**src/rtl/ami_rcmd_if.sv**
```systemverilog
// AXI read-address / read-data channel bundle between the command splitter
// (master side) and the AXI master read interface (slave side).
interface ami_rcmd_if #(
  parameter int AXI_DW     = 128,
  parameter int AXI_AW     = 40,
  parameter int AXI_IW     = 8,
  parameter int AXI_LW     = 8,
  parameter int AXI_SW     = 3,
  parameter int AXI_RRESPW = 2
);
  logic [AXI_IW-1:0]     usr_arid;
  logic [AXI_AW-1:0]     usr_araddr;
  logic [AXI_LW-1:0]     usr_arlen;
  logic [AXI_SW-1:0]     usr_arsize;
  logic [1:0]            usr_arburst;
  logic                  usr_arvalid;
  logic                  usr_arready;

  logic [AXI_IW-1:0]     usr_rid;
  logic [AXI_DW-1:0]     usr_rdata;
  logic [AXI_RRESPW-1:0] usr_rresp;
  logic                  usr_rlast;
  logic                  usr_rvalid;
  logic                  usr_rready;

  modport master (
    output usr_arid, usr_araddr, usr_arlen, usr_arsize, usr_arburst, usr_arvalid,
    input  usr_arready,
    input  usr_rid, usr_rdata, usr_rresp, usr_rlast, usr_rvalid,
    output usr_rready
  );

  modport slave (
    input  usr_arid, usr_araddr, usr_arlen, usr_arsize, usr_arburst, usr_arvalid,
    output usr_arready,
    output usr_rid, usr_rdata, usr_rresp, usr_rlast, usr_rvalid,
    input  usr_rready
  );
endinterface

```
**src/rtl/ami_rcmd.sv**
```systemverilog
// Read command splitter: takes one (address, beats, id) command, cuts it into
// INCR bursts capped at MAX_BURST beats that never cross a 4 KB page, limits
// the number of bursts in flight, forwards read data and pulses done/done_err
// once every burst of the command has returned its RLAST.
module ami_rcmd #(
  parameter int AXI_DW     = 128,
  parameter int AXI_AW     = 40,
  parameter int AXI_IW     = 8,
  parameter int AXI_LW     = 8,
  parameter int AXI_SW     = 3,
  parameter int AXI_RRESPW = 2,
  parameter int CMD_LW     = 24,
  parameter int MAX_BURST  = 16,
  parameter int MAX_OUT    = 4
) (
  input  logic              usr_clk,
  input  logic              usr_reset,
  input  logic [AXI_AW-1:0] cmd_addr,
  input  logic [CMD_LW-1:0] cmd_beats,
  input  logic [AXI_IW-1:0] cmd_id,
  input  logic              cmd_valid,
  output logic              cmd_ready,
  ami_rcmd_if.master        axi,
  output logic [AXI_DW-1:0] out_data,
  output logic              out_last,
  output logic              out_valid,
  input  logic              out_ready,
  output logic              done,
  output logic              done_err
);

  localparam int BYTES = AXI_DW / 8;
  localparam int BSH   = $clog2(BYTES);
  localparam int OCW   = $clog2(MAX_OUT + 1);
  // Common width wide enough for the remaining count and the 4 KB room (<= 4096).
  localparam int CW    = (CMD_LW > 13) ? CMD_LW : 13;

  typedef enum logic [1:0] {
    ST_IDLE  = 2'd0,
    ST_ISSUE = 2'd1,
    ST_WAIT  = 2'd2,
    ST_DONE  = 2'd3
  } state_t;

  state_t            state_q, state_d;
  logic [AXI_AW-1:0] addr_q, addr_d;
  logic [CMD_LW-1:0] rem_q, rem_d;
  logic [AXI_IW-1:0] id_q, id_d;
  logic              err_q, err_d;
  logic [OCW-1:0]    out_cnt_q, out_cnt_d;

  logic [12:0]       bnd_bytes_s;
  logic [12:0]       bnd_beats_s;
  logic [CW-1:0]     rem_x_s;
  logic [CW-1:0]     bnd_x_s;
  logic [CW-1:0]     len_s;
  logic [CW-1:0]     len_m1_s;
  logic [AXI_AW-1:0] inc_s;
  logic              arvalid_s;
  logic              ar_hs_s;
  logic              r_hs_s;
  logic              rlast_hs_s;
  logic              cnt_dec_s;
  logic              unused_s;

  // Beats left before the next 4 KB page; only the low 12 address bits matter.
  assign bnd_bytes_s = 13'h1000 - {1'b0, addr_q[11:0]};
  assign bnd_beats_s = bnd_bytes_s >> BSH;
  assign rem_x_s     = CW'(rem_q);
  assign bnd_x_s     = CW'(bnd_beats_s);
  assign len_m1_s    = len_s - CW'(1);
  assign inc_s       = AXI_AW'(len_s) << BSH;

  // Burst length is the smallest of remaining beats, MAX_BURST and page room.
  always_comb begin
    len_s = rem_x_s;
    if (CW'(MAX_BURST) < len_s) begin
      len_s = CW'(MAX_BURST);
    end else begin
      len_s = len_s;
    end
    if (bnd_x_s < len_s) begin
      len_s = bnd_x_s;
    end else begin
      len_s = len_s;
    end
  end

  assign arvalid_s  = (state_q == ST_ISSUE) && (out_cnt_q < OCW'(MAX_OUT));
  assign ar_hs_s    = arvalid_s & axi.usr_arready;
  assign r_hs_s     = axi.usr_rvalid & out_ready;
  assign rlast_hs_s = r_hs_s & axi.usr_rlast;
  // A stray RLAST with nothing outstanding must not wrap the counter.
  assign cnt_dec_s  = rlast_hs_s && (out_cnt_q != {OCW{1'b0}});

  // Next-state logic for the FSM, the command registers and the in-flight count.
  always_comb begin
    state_d   = state_q;
    addr_d    = addr_q;
    rem_d     = rem_q;
    id_d      = id_q;
    err_d     = err_q;
    out_cnt_d = out_cnt_q;

    if (ar_hs_s && !cnt_dec_s) begin
      out_cnt_d = out_cnt_q + OCW'(1);
    end else if (!ar_hs_s && cnt_dec_s) begin
      out_cnt_d = out_cnt_q - OCW'(1);
    end else begin
      out_cnt_d = out_cnt_q;
    end

    case (state_q)
      ST_IDLE: begin
        if (cmd_valid) begin
          addr_d = cmd_addr;
          rem_d  = cmd_beats;
          id_d   = cmd_id;
          err_d  = 1'b0;
          if (cmd_beats == {CMD_LW{1'b0}}) begin
            state_d = ST_DONE;
          end else begin
            state_d = ST_ISSUE;
          end
        end else begin
          state_d = ST_IDLE;
        end
      end
      ST_ISSUE: begin
        if (r_hs_s && (axi.usr_rresp != {AXI_RRESPW{1'b0}})) begin
          err_d = 1'b1;
        end else begin
          err_d = err_q;
        end
        if (ar_hs_s) begin
          addr_d = addr_q + inc_s;
          rem_d  = rem_q - len_s[CMD_LW-1:0];
          if (rem_q == len_s[CMD_LW-1:0]) begin
            state_d = ST_WAIT;
          end else begin
            state_d = ST_ISSUE;
          end
        end else begin
          state_d = ST_ISSUE;
        end
      end
      ST_WAIT: begin
        if (r_hs_s && (axi.usr_rresp != {AXI_RRESPW{1'b0}})) begin
          err_d = 1'b1;
        end else begin
          err_d = err_q;
        end
        if (out_cnt_q == {OCW{1'b0}}) begin
          state_d = ST_DONE;
        end else begin
          state_d = ST_WAIT;
        end
      end
      ST_DONE: begin
        state_d = ST_IDLE;
      end
      default: begin
        state_d = ST_IDLE;
      end
    endcase
  end

  // State and command registers with synchronous reset.
  always_ff @(posedge usr_clk) begin
    if (usr_reset) begin
      state_q   <= ST_IDLE;
      addr_q    <= {AXI_AW{1'b0}};
      rem_q     <= {CMD_LW{1'b0}};
      id_q      <= {AXI_IW{1'b0}};
      err_q     <= 1'b0;
      out_cnt_q <= {OCW{1'b0}};
    end else begin
      state_q   <= state_d;
      addr_q    <= addr_d;
      rem_q     <= rem_d;
      id_q      <= id_d;
      err_q     <= err_d;
      out_cnt_q <= out_cnt_d;
    end
  end

  // AR fields come straight from registered state, so they hold while stalled.
  assign axi.usr_arvalid = arvalid_s;
  assign axi.usr_araddr  = addr_q;
  assign axi.usr_arlen   = len_m1_s[AXI_LW-1:0];
  assign axi.usr_arsize  = AXI_SW'(BSH);
  assign axi.usr_arburst = 2'b01;
  assign axi.usr_arid    = id_q;

  assign cmd_ready = (state_q == ST_IDLE);
  assign done      = (state_q == ST_DONE);
  assign done_err  = (state_q == ST_DONE) & err_q;

  // Data path is a pure pass-through; only LAST is qualified to the final burst.
  assign axi.usr_rready = out_ready;
  assign out_valid      = axi.usr_rvalid;
  assign out_data       = axi.usr_rdata;
  assign out_last       = axi.usr_rlast & (rem_q == {CMD_LW{1'b0}}) &
                          (out_cnt_q == OCW'(1));

  assign unused_s = ^{axi.usr_rid, len_m1_s[CW-1:AXI_LW]};

endmodule
```
**src/flat_wrapper.sv**
```systemverilog
// flat-port wrapper written by rule: the top's interface ports become plain ports
module ami_rcmd_flat 
#(
  parameter int AXI_DW     = 128,
  parameter int AXI_AW     = 40,
  parameter int AXI_IW     = 8,
  parameter int AXI_LW     = 8,
  parameter int AXI_SW     = 3,
  parameter int AXI_RRESPW = 2,
  parameter int CMD_LW     = 24,
  parameter int MAX_BURST  = 16,
  parameter int MAX_OUT    = 4
)
  (usr_clk, usr_reset, cmd_addr, cmd_beats, cmd_id, cmd_valid, cmd_ready, out_data, out_last, out_valid, out_ready, done, done_err, axi_usr_arid, axi_usr_araddr, axi_usr_arlen, axi_usr_arsize, axi_usr_arburst, axi_usr_arvalid, axi_usr_arready, axi_usr_rid, axi_usr_rdata, axi_usr_rresp, axi_usr_rlast, axi_usr_rvalid, axi_usr_rready);
  ami_rcmd_if #(.AXI_DW(AXI_DW), .AXI_AW(AXI_AW), .AXI_IW(AXI_IW), .AXI_LW(AXI_LW), .AXI_SW(AXI_SW), .AXI_RRESPW(AXI_RRESPW)) axi_i ();
  input  logic usr_clk;
  input  logic usr_reset;
  input  logic [AXI_AW-1:0] cmd_addr;
  input  logic [CMD_LW-1:0] cmd_beats;
  input  logic [AXI_IW-1:0] cmd_id;
  input  logic cmd_valid;
  output logic cmd_ready;
  output logic [AXI_DW-1:0] out_data;
  output logic out_last;
  output logic out_valid;
  input  logic out_ready;
  output logic done;
  output logic done_err;
  output wire logic [$bits(axi_i.usr_arid)-1:0] axi_usr_arid;
  output wire logic [$bits(axi_i.usr_araddr)-1:0] axi_usr_araddr;
  output wire logic [$bits(axi_i.usr_arlen)-1:0] axi_usr_arlen;
  output wire logic [$bits(axi_i.usr_arsize)-1:0] axi_usr_arsize;
  output wire logic [$bits(axi_i.usr_arburst)-1:0] axi_usr_arburst;
  output wire logic [$bits(axi_i.usr_arvalid)-1:0] axi_usr_arvalid;
  input wire logic [$bits(axi_i.usr_arready)-1:0] axi_usr_arready;
  input wire logic [$bits(axi_i.usr_rid)-1:0] axi_usr_rid;
  input wire logic [$bits(axi_i.usr_rdata)-1:0] axi_usr_rdata;
  input wire logic [$bits(axi_i.usr_rresp)-1:0] axi_usr_rresp;
  input wire logic [$bits(axi_i.usr_rlast)-1:0] axi_usr_rlast;
  input wire logic [$bits(axi_i.usr_rvalid)-1:0] axi_usr_rvalid;
  output wire logic [$bits(axi_i.usr_rready)-1:0] axi_usr_rready;
  assign axi_usr_arid = axi_i.usr_arid;
  assign axi_usr_araddr = axi_i.usr_araddr;
  assign axi_usr_arlen = axi_i.usr_arlen;
  assign axi_usr_arsize = axi_i.usr_arsize;
  assign axi_usr_arburst = axi_i.usr_arburst;
  assign axi_usr_arvalid = axi_i.usr_arvalid;
  assign axi_i.usr_arready = axi_usr_arready;
  assign axi_i.usr_rid = axi_usr_rid;
  assign axi_i.usr_rdata = axi_usr_rdata;
  assign axi_i.usr_rresp = axi_usr_rresp;
  assign axi_i.usr_rlast = axi_usr_rlast;
  assign axi_i.usr_rvalid = axi_usr_rvalid;
  assign axi_usr_rready = axi_i.usr_rready;
  ami_rcmd #(.AXI_DW(AXI_DW), .AXI_AW(AXI_AW), .AXI_IW(AXI_IW), .AXI_LW(AXI_LW), .AXI_SW(AXI_SW), .AXI_RRESPW(AXI_RRESPW), .CMD_LW(CMD_LW), .MAX_BURST(MAX_BURST), .MAX_OUT(MAX_OUT)) u_core (.usr_clk(usr_clk), .usr_reset(usr_reset), .cmd_addr(cmd_addr), .cmd_beats(cmd_beats), .cmd_id(cmd_id), .cmd_valid(cmd_valid), .cmd_ready(cmd_ready), .axi(axi_i), .out_data(out_data), .out_last(out_last), .out_valid(out_valid), .out_ready(out_ready), .done(done), .done_err(done_err));
endmodule
```
**config.mk**
```make
export PLATFORM = sky130hd
export DESIGN_NAME = ami_rcmd_flat
export DESIGN_NICKNAME = d
export VERILOG_FILES = /design/src/rtl/ami_rcmd_if.sv /design/src/rtl/ami_rcmd.sv /design/src/flat_wrapper.sv
export SDC_FILE = /design/constraint.sdc
export NUM_CORES = 1
export LEC_CHECK = 0
export CORE_AREA = 2 2 159 161
export DETAILED_ROUTE_END_ITERATION = 10
export DIE_AREA = 0 0 161 163
export PLACE_DENSITY = 0.72
export REMOVE_ABC_BUFFERS = 1
export SKIP_CTS_REPAIR_TIMING = 1
export SLEW_MARGIN = 40
export SYNTH_ARGS = -nofsm -noshare
export SYNTH_HDL_FRONTEND = slang
export SYNTH_SLANG_ARGS = --single-unit
```
**constraint.sdc**
```tcl
create_clock -name usr_clk -period 10.55 [get_ports usr_clk]
set_input_delay 1.055 -clock usr_clk [delete_from_list [all_inputs] [get_ports usr_clk]]
set_output_delay 1.055 -clock usr_clk [all_outputs]
set_load 0.02 [all_outputs]
```
Yosys cells after proc, flatten, opt, wreduce, memory -nomap -nowiden
Index checks and enable logic that the tools add are counted.
{"block": "totals", "register_bits": 78, "inputBits": 217, "out_inout_bits": 196}
{"block": "op_classes", "n_addsub": 6, "n_lt_le_gt_ge": 3, "eq_ne": 8, "muxes": 19, "bitwise": 6, "n_reduce_logical": 20}
{"op": "$mux W24", "n": 4}
{"op": "$mux W40", "n": 2}
{"op": "$pmux W40 S2", "n": 1}
{"op": "$logic_not A24 Y1", "n": 2}
{"op": "$pmux W24 S2", "n": 1}
{"op": "$add A40 B28 Y40", "n": 1}
{"op": "$eq A24 B24 Y1", "n": 1}
{"op": "$lt A5 B24 Y1 const A", "n": 1}
{"op": "$lt A9 B24 Y1", "n": 1}
{"op": "$sub A24 B24 Y24", "n": 1}
{"op": "$sub A13 B12 Y13 const A", "n": 1}
{"op": "$mux W2", "n": 4}
{"op": "$pmux W2 S4", "n": 1}
{"op": "$reduce_bool A2 Y1", "n": 4}
{"op": "$sub A8 B1 Y8 const B", "n": 1}
{"op": "$and A1 B1 Y1", "n": 6}
{"op": "$mux W3", "n": 2}
{"op": "$reduce_and A3 Y1", "n": 2}
{"op": "$logic_and A1 B1 Y1", "n": 5}
{"op": "$eq A2 B2 Y1 const B", "n": 2}
{"op": "$ne A2 B1 Y1 const B", "n": 2}
{"op": "$add A3 B1 Y3 const B", "n": 1}
{"op": "$eq A3 B1 Y1 const B", "n": 1}
{"op": "$logic_not A3 Y1", "n": 1}
{"op": "11 further kinds", "n": 14}

Logic depth before layout (Yosys ltp)
{"block": "logic_depth", "ltp_word": 8, "ltp_mapped": 27}

Worst setup path after synthesis
Ideal clock, no wire load.
{"block": "synth_path", "path_type": "flip-flop to flip-flop", "start": "reg u_core.addr_q[0] (netlist: u_core.axi.usr_araddr[0])", "end": "reg u_core.addr_q[32] (netlist: u_core.axi.usr_araddr[32])", "setup_ps": 114, "arrival_ps": 5973, "required_ps": 10436, "path_slack_ps": 4462, "path_stages_with_launch": 26, "path_buffers": 3, "period_less_slack_ps": 6088, "cell_sequence": "dfxtp_1 -> or4_1 -> buf_2 -> nor4b_4 -> nand2b_1 -> or3_1 -> nand2_1 -> inv_1 -> ha_1 -> a21o_1 -> a21o_1 -> o32a_1 -> buf_6 -> buf_6 -> nand3_1 -> o21ai_1 -> ha_1 -> fa_1 -> a211oi_1 -> o21ai_0 -> a21oi_1 -> o211ai_1 -> a21oi_1 -> o21ai_1 -> and4_1 -> a2111oi_0"}
{"block": "synth_between", "elab_chain_cells": 6}
{"element": "start: declaration", "line": "ami_rcmd.sv:46", "source": "logic [AXI_AW-1:0] addr_q, addr_d;"}
{"element": "start signal: assignment", "line": "ami_rcmd.sv:172", "source": "addr_q <= {AXI_AW{1'b0}};"}
{"element": "start signal: assignment", "line": "ami_rcmd.sv:179", "source": "addr_q <= addr_d;"}
{"element": "$sub A13 B12 Y13", "line": "ami_rcmd.sv:67", "source": "assign bnd_bytes_s = 13'h1000 - {1'b0, addr_q[11:0]};"}
{"element": "$lt A9 B24 Y1", "line": "ami_rcmd.sv:82", "source": "if (bnd_x_s < len_s) begin"}
{"element": "$mux W24", "line": "ami_rcmd.sv:82"}
{"element": "$add A40 B28 Y40 (*)", "line": "ami_rcmd.sv:136", "source": "addr_d = addr_q + inc_s;"}
{"element": "$mux W40 (*)", "line": "ami_rcmd.sv:135", "source": "if (ar_hs_s) begin"}
{"element": "$pmux W40 S2 (*)", "line": "ami_rcmd.sv:113", "source": "case (state_q)"}
Every way passes the cells marked *; elsewhere a longest branch is shown, timed or not. The select of a mux whose other input is x is not followed.
A chain may end at the register's enable or synchronous reset.

Final worst setup path
Same ends and word-level chain as after synthesis.

==> results.md <==
* Tot GR Track Use at 34.4%
* Routed vias at 7817
* Die Width at 161 microns
* Tot Pwr at between 0.0015 and 0.002 W
* Buffers on Ports at 143
* Vias in the first global route at 7038
* Final Cycle Share at 68.5%
* I/O pins at 413
* CP Launch Type: register
* Die area at 0.0262 sq mm
* Final slew viol count at 0
* Final setup TNS at 0 ns
* Num rows at 58
* Rel. slew slack at between 40% and 50%
* Top-area cell type share of the netlist area at approximately 20%
* Nets at around 1.3k
* Commonest non-fill, non-tap cell in the layout: clkdlybuf4s50_1
* FF/Latch Area at 0.00156 sq mm
* Grt met1 use at 23.7%
* Commonest cells after routing, fill and taps aside: clkdlybuf4s50_1, a21oi_1, nand2_1
* Reg clk slew, reported paths at about 0.070 ns
* DRT antenna net count at 0
* Synth Cell Area at between 0.007 and 0.008 sq mm
* RePlAce Congestion at around 0.99
* Switching Power at 0.000774 W
* Actual slew at the worst max-slew pin at 0.837 ns
* Peak VDD IR at about 84 uV
* Fmax achieved at 138 MHz
* Buf/Inv on CP at 1
* Routed len/inst at 33.3 microns
* Hold Path Class: reg2reg
* Die Ht at 163 microns
* Core ar. at between 0.02 and 0.025 sq mm
* Flop pwr share at between 20% and 30%
* Synth Warn # at 0
* Clk pwr share at about a fifth
* Worst-path fanout max at 21
* Ant diodes at 0
* Dominant cells by area after synthesis: dfxtp_1, buf_4, ha_1, a21oi_1, nand2_1
* Switch share at 44.9%
* Num CTS Buffers at 9
* Detailed-route wire length at 46.5 mm
* 1st-pass router iterations at 6
* GR Overflow Total at 0
* Data required, critical path at 10.79 ns
* Count of unique library cells instantiated by Yosys at 77
* Status: completed
* Synth area leader: dfxtp_1
* Met2 GRT Util at 55.6%
* Initial Utilization at around 32%
* EDFF count, synth at 0
* Worst path max stage delay at between 0.7 and 0.8 ns
* CP max stage cell: or4_1
* Max clock buf depth at 2
* Initial DRC Count at 559
* Setup crit end kind: register
* Static leakage at between 3 and 4 nW
* Prevailing post-synth register cell: dfxtp_1
* First-pass GRT wire length at 61.1 mm
* Avg Inst Size Synth at ~7.6 sq um
* Sink Count at 78
* Asr flop ratio synth at 0%
* Most Crowded Layer GR: met2
* Setup violations, final at 0
* DR vias/cell at 5.60
* Register area share after synthesis at 19.6%
* Layout cells sized above 1 at 4.50%
* Fin crit period at just over 7 ns
* Multi-input combinational cell area at 0.00521 sq mm
* CP top delay family: compound AO/OA/AOI/OAI gates
* Comb pwr share at 58.1%
* CTS tree: yes
* Max-cap violations at 0
* Root Driver: clkbuf_16
* # DRC at 0
* Synth-to-Final Area Change at 14.4%
* Fillers at between 2k and 3k
* Met3 Usage GRT at 36.7%
* Gate Count Post-Synth at 1047
* Cell Pwr Density at 189 mW/mm^2
* Seq cells post-synth at 78
* Antenna violations before repair at 2
* RSZ-0062 raised after global routing: no
* Post-route clock skew at 0.0136 ns
* Final HPWL from detailed placement at 40.1 mm
* Crit path kind: reg2reg
* Fin. Hold Viols at 0
* Largest net degree at the start of global routing at 86
* CP arrival at 7.46 ns
* CP Cell Sequence: or4_1 > nor4b_4 > nand2b_1 > or3_1 > xnor2_1 > inv_1 > ha_1 > and4_1 > o21a_1 > o32a_2 > mux2i_1 > ha_1 > a211oi_1 > o21ai_0 > a21oi_1 > o211ai_1 > a21oi_1 > o21ai_1 > and4_1 > a2111oi_0
* Pint at approximately 0.00095 W
* # H-tree levels at 3
* Worst-Skew Late Latency at 0.36 ns
registers in the layout, indices dropped and copies added (netlist names):
name,flops
u_core.rem_q,24
u_core.state_q,2
u_core.out_cnt_q,3
u_core.err_q,1
u_core.axi.usr_araddr,40
u_core.axi.usr_arid,8
synthesized netlist by cell type (all sizes together), types with 21 or more instances:
master	count
a211oi	28
inv	36
xnor2	30
nor3	21
clkbuf	38
a21oi	98
o21ai	57
buf	144
ha	67
nand2	93
mux2i	22
nand3	26
nor2	68
dfxtp	78
tightest hold or removal path: stages (launching register included):
cell,delay (ns)
dfxtp_1,0.31
nand2_1,0.05
a21oi_1,0.05
layer usage:
layer / part of all wire (%) / up-vias
met5: 0.12 / -
met4: 7.6 / 4
met3: 23 / 90
met2: 45 / 584
met1: 24 / 3493
li1: - / 3646
through the flow:
stage / util (%) / worst slack, ns / cells / hold WS [ns] / area [sq um]
3_5_place_dp: 35.6 / 3.47 / 1381 / 0.448 / 8800
6_report: 36.9 / 3.33 / 1397 / 0.460 / 9110
3_3_place_gp: 35.6 / 3.24 / 1381 / 0.443 / 8790
4_1_cts: 36.9 / 3.43 / 1397 / 0.458 / 9100
2_1_floorplan: - / 2.95 / 901 / 0.465 / 6890
5_1_grt: 36.9 / 2.83 / 1397 / 0.478 / 9110
layout make-up:
| class | instances | area share (%) |
|---|---|---|
| timing repair buffer | 150 | 16.3 |
| clock buffer | 9 | 2.47 |
| multi-input combinational | 787 | 57.2 |
| sequential | 78 | 17.1 |
| clock inverter | 7 | 0.893 |
| tap | 330 | 4.53 |
| inverter | 36 | 1.48 |
power groups by stage:
stage	Sequential [W]	Combinational [W]	Clock (W)
4_1_cts	0.000378	0.000989	0.000346
6_report	0.000379	0.00100	0.000343
5_1_grt	0.000384	0.00109	0.000358
3_3_place_gp	0.000383	0.000981	0
2_1_floorplan	0.000398	0.000657	0
3_5_place_dp	0.000384	0.000983	0
worst paths after layout:
| check | startpoint | to | slack, ns | cells after the start |
|---|---|---|---|---|
| worst max-delay path | u_core.axi.usr_araddr[0] | u_core.axi.usr_araddr[32] | 3.33 | 20 |
| worst min-delay path | u_core.axi.usr_arid[4] | u_core.axi.usr_arid[4] | 0.46 | 2 |
| worst min register to register | u_core.axi.usr_arid[4] | u_core.axi.usr_arid[4] | 0.46 | 2 |
| worst max register to register | u_core.axi.usr_araddr[0] | u_core.axi.usr_araddr[32] | 3.33 | 20 |
cells by family after synthesis:
group           synth area share [%]
fa+ha+maj                       11.0
other cells                   0.0943
simple gates                    19.1
xor+xnor                        5.06
compound gates                  24.9
mux                             3.38
flops                           19.6
buf+inv                         16.8
Power figures use the tool's default switching activity.
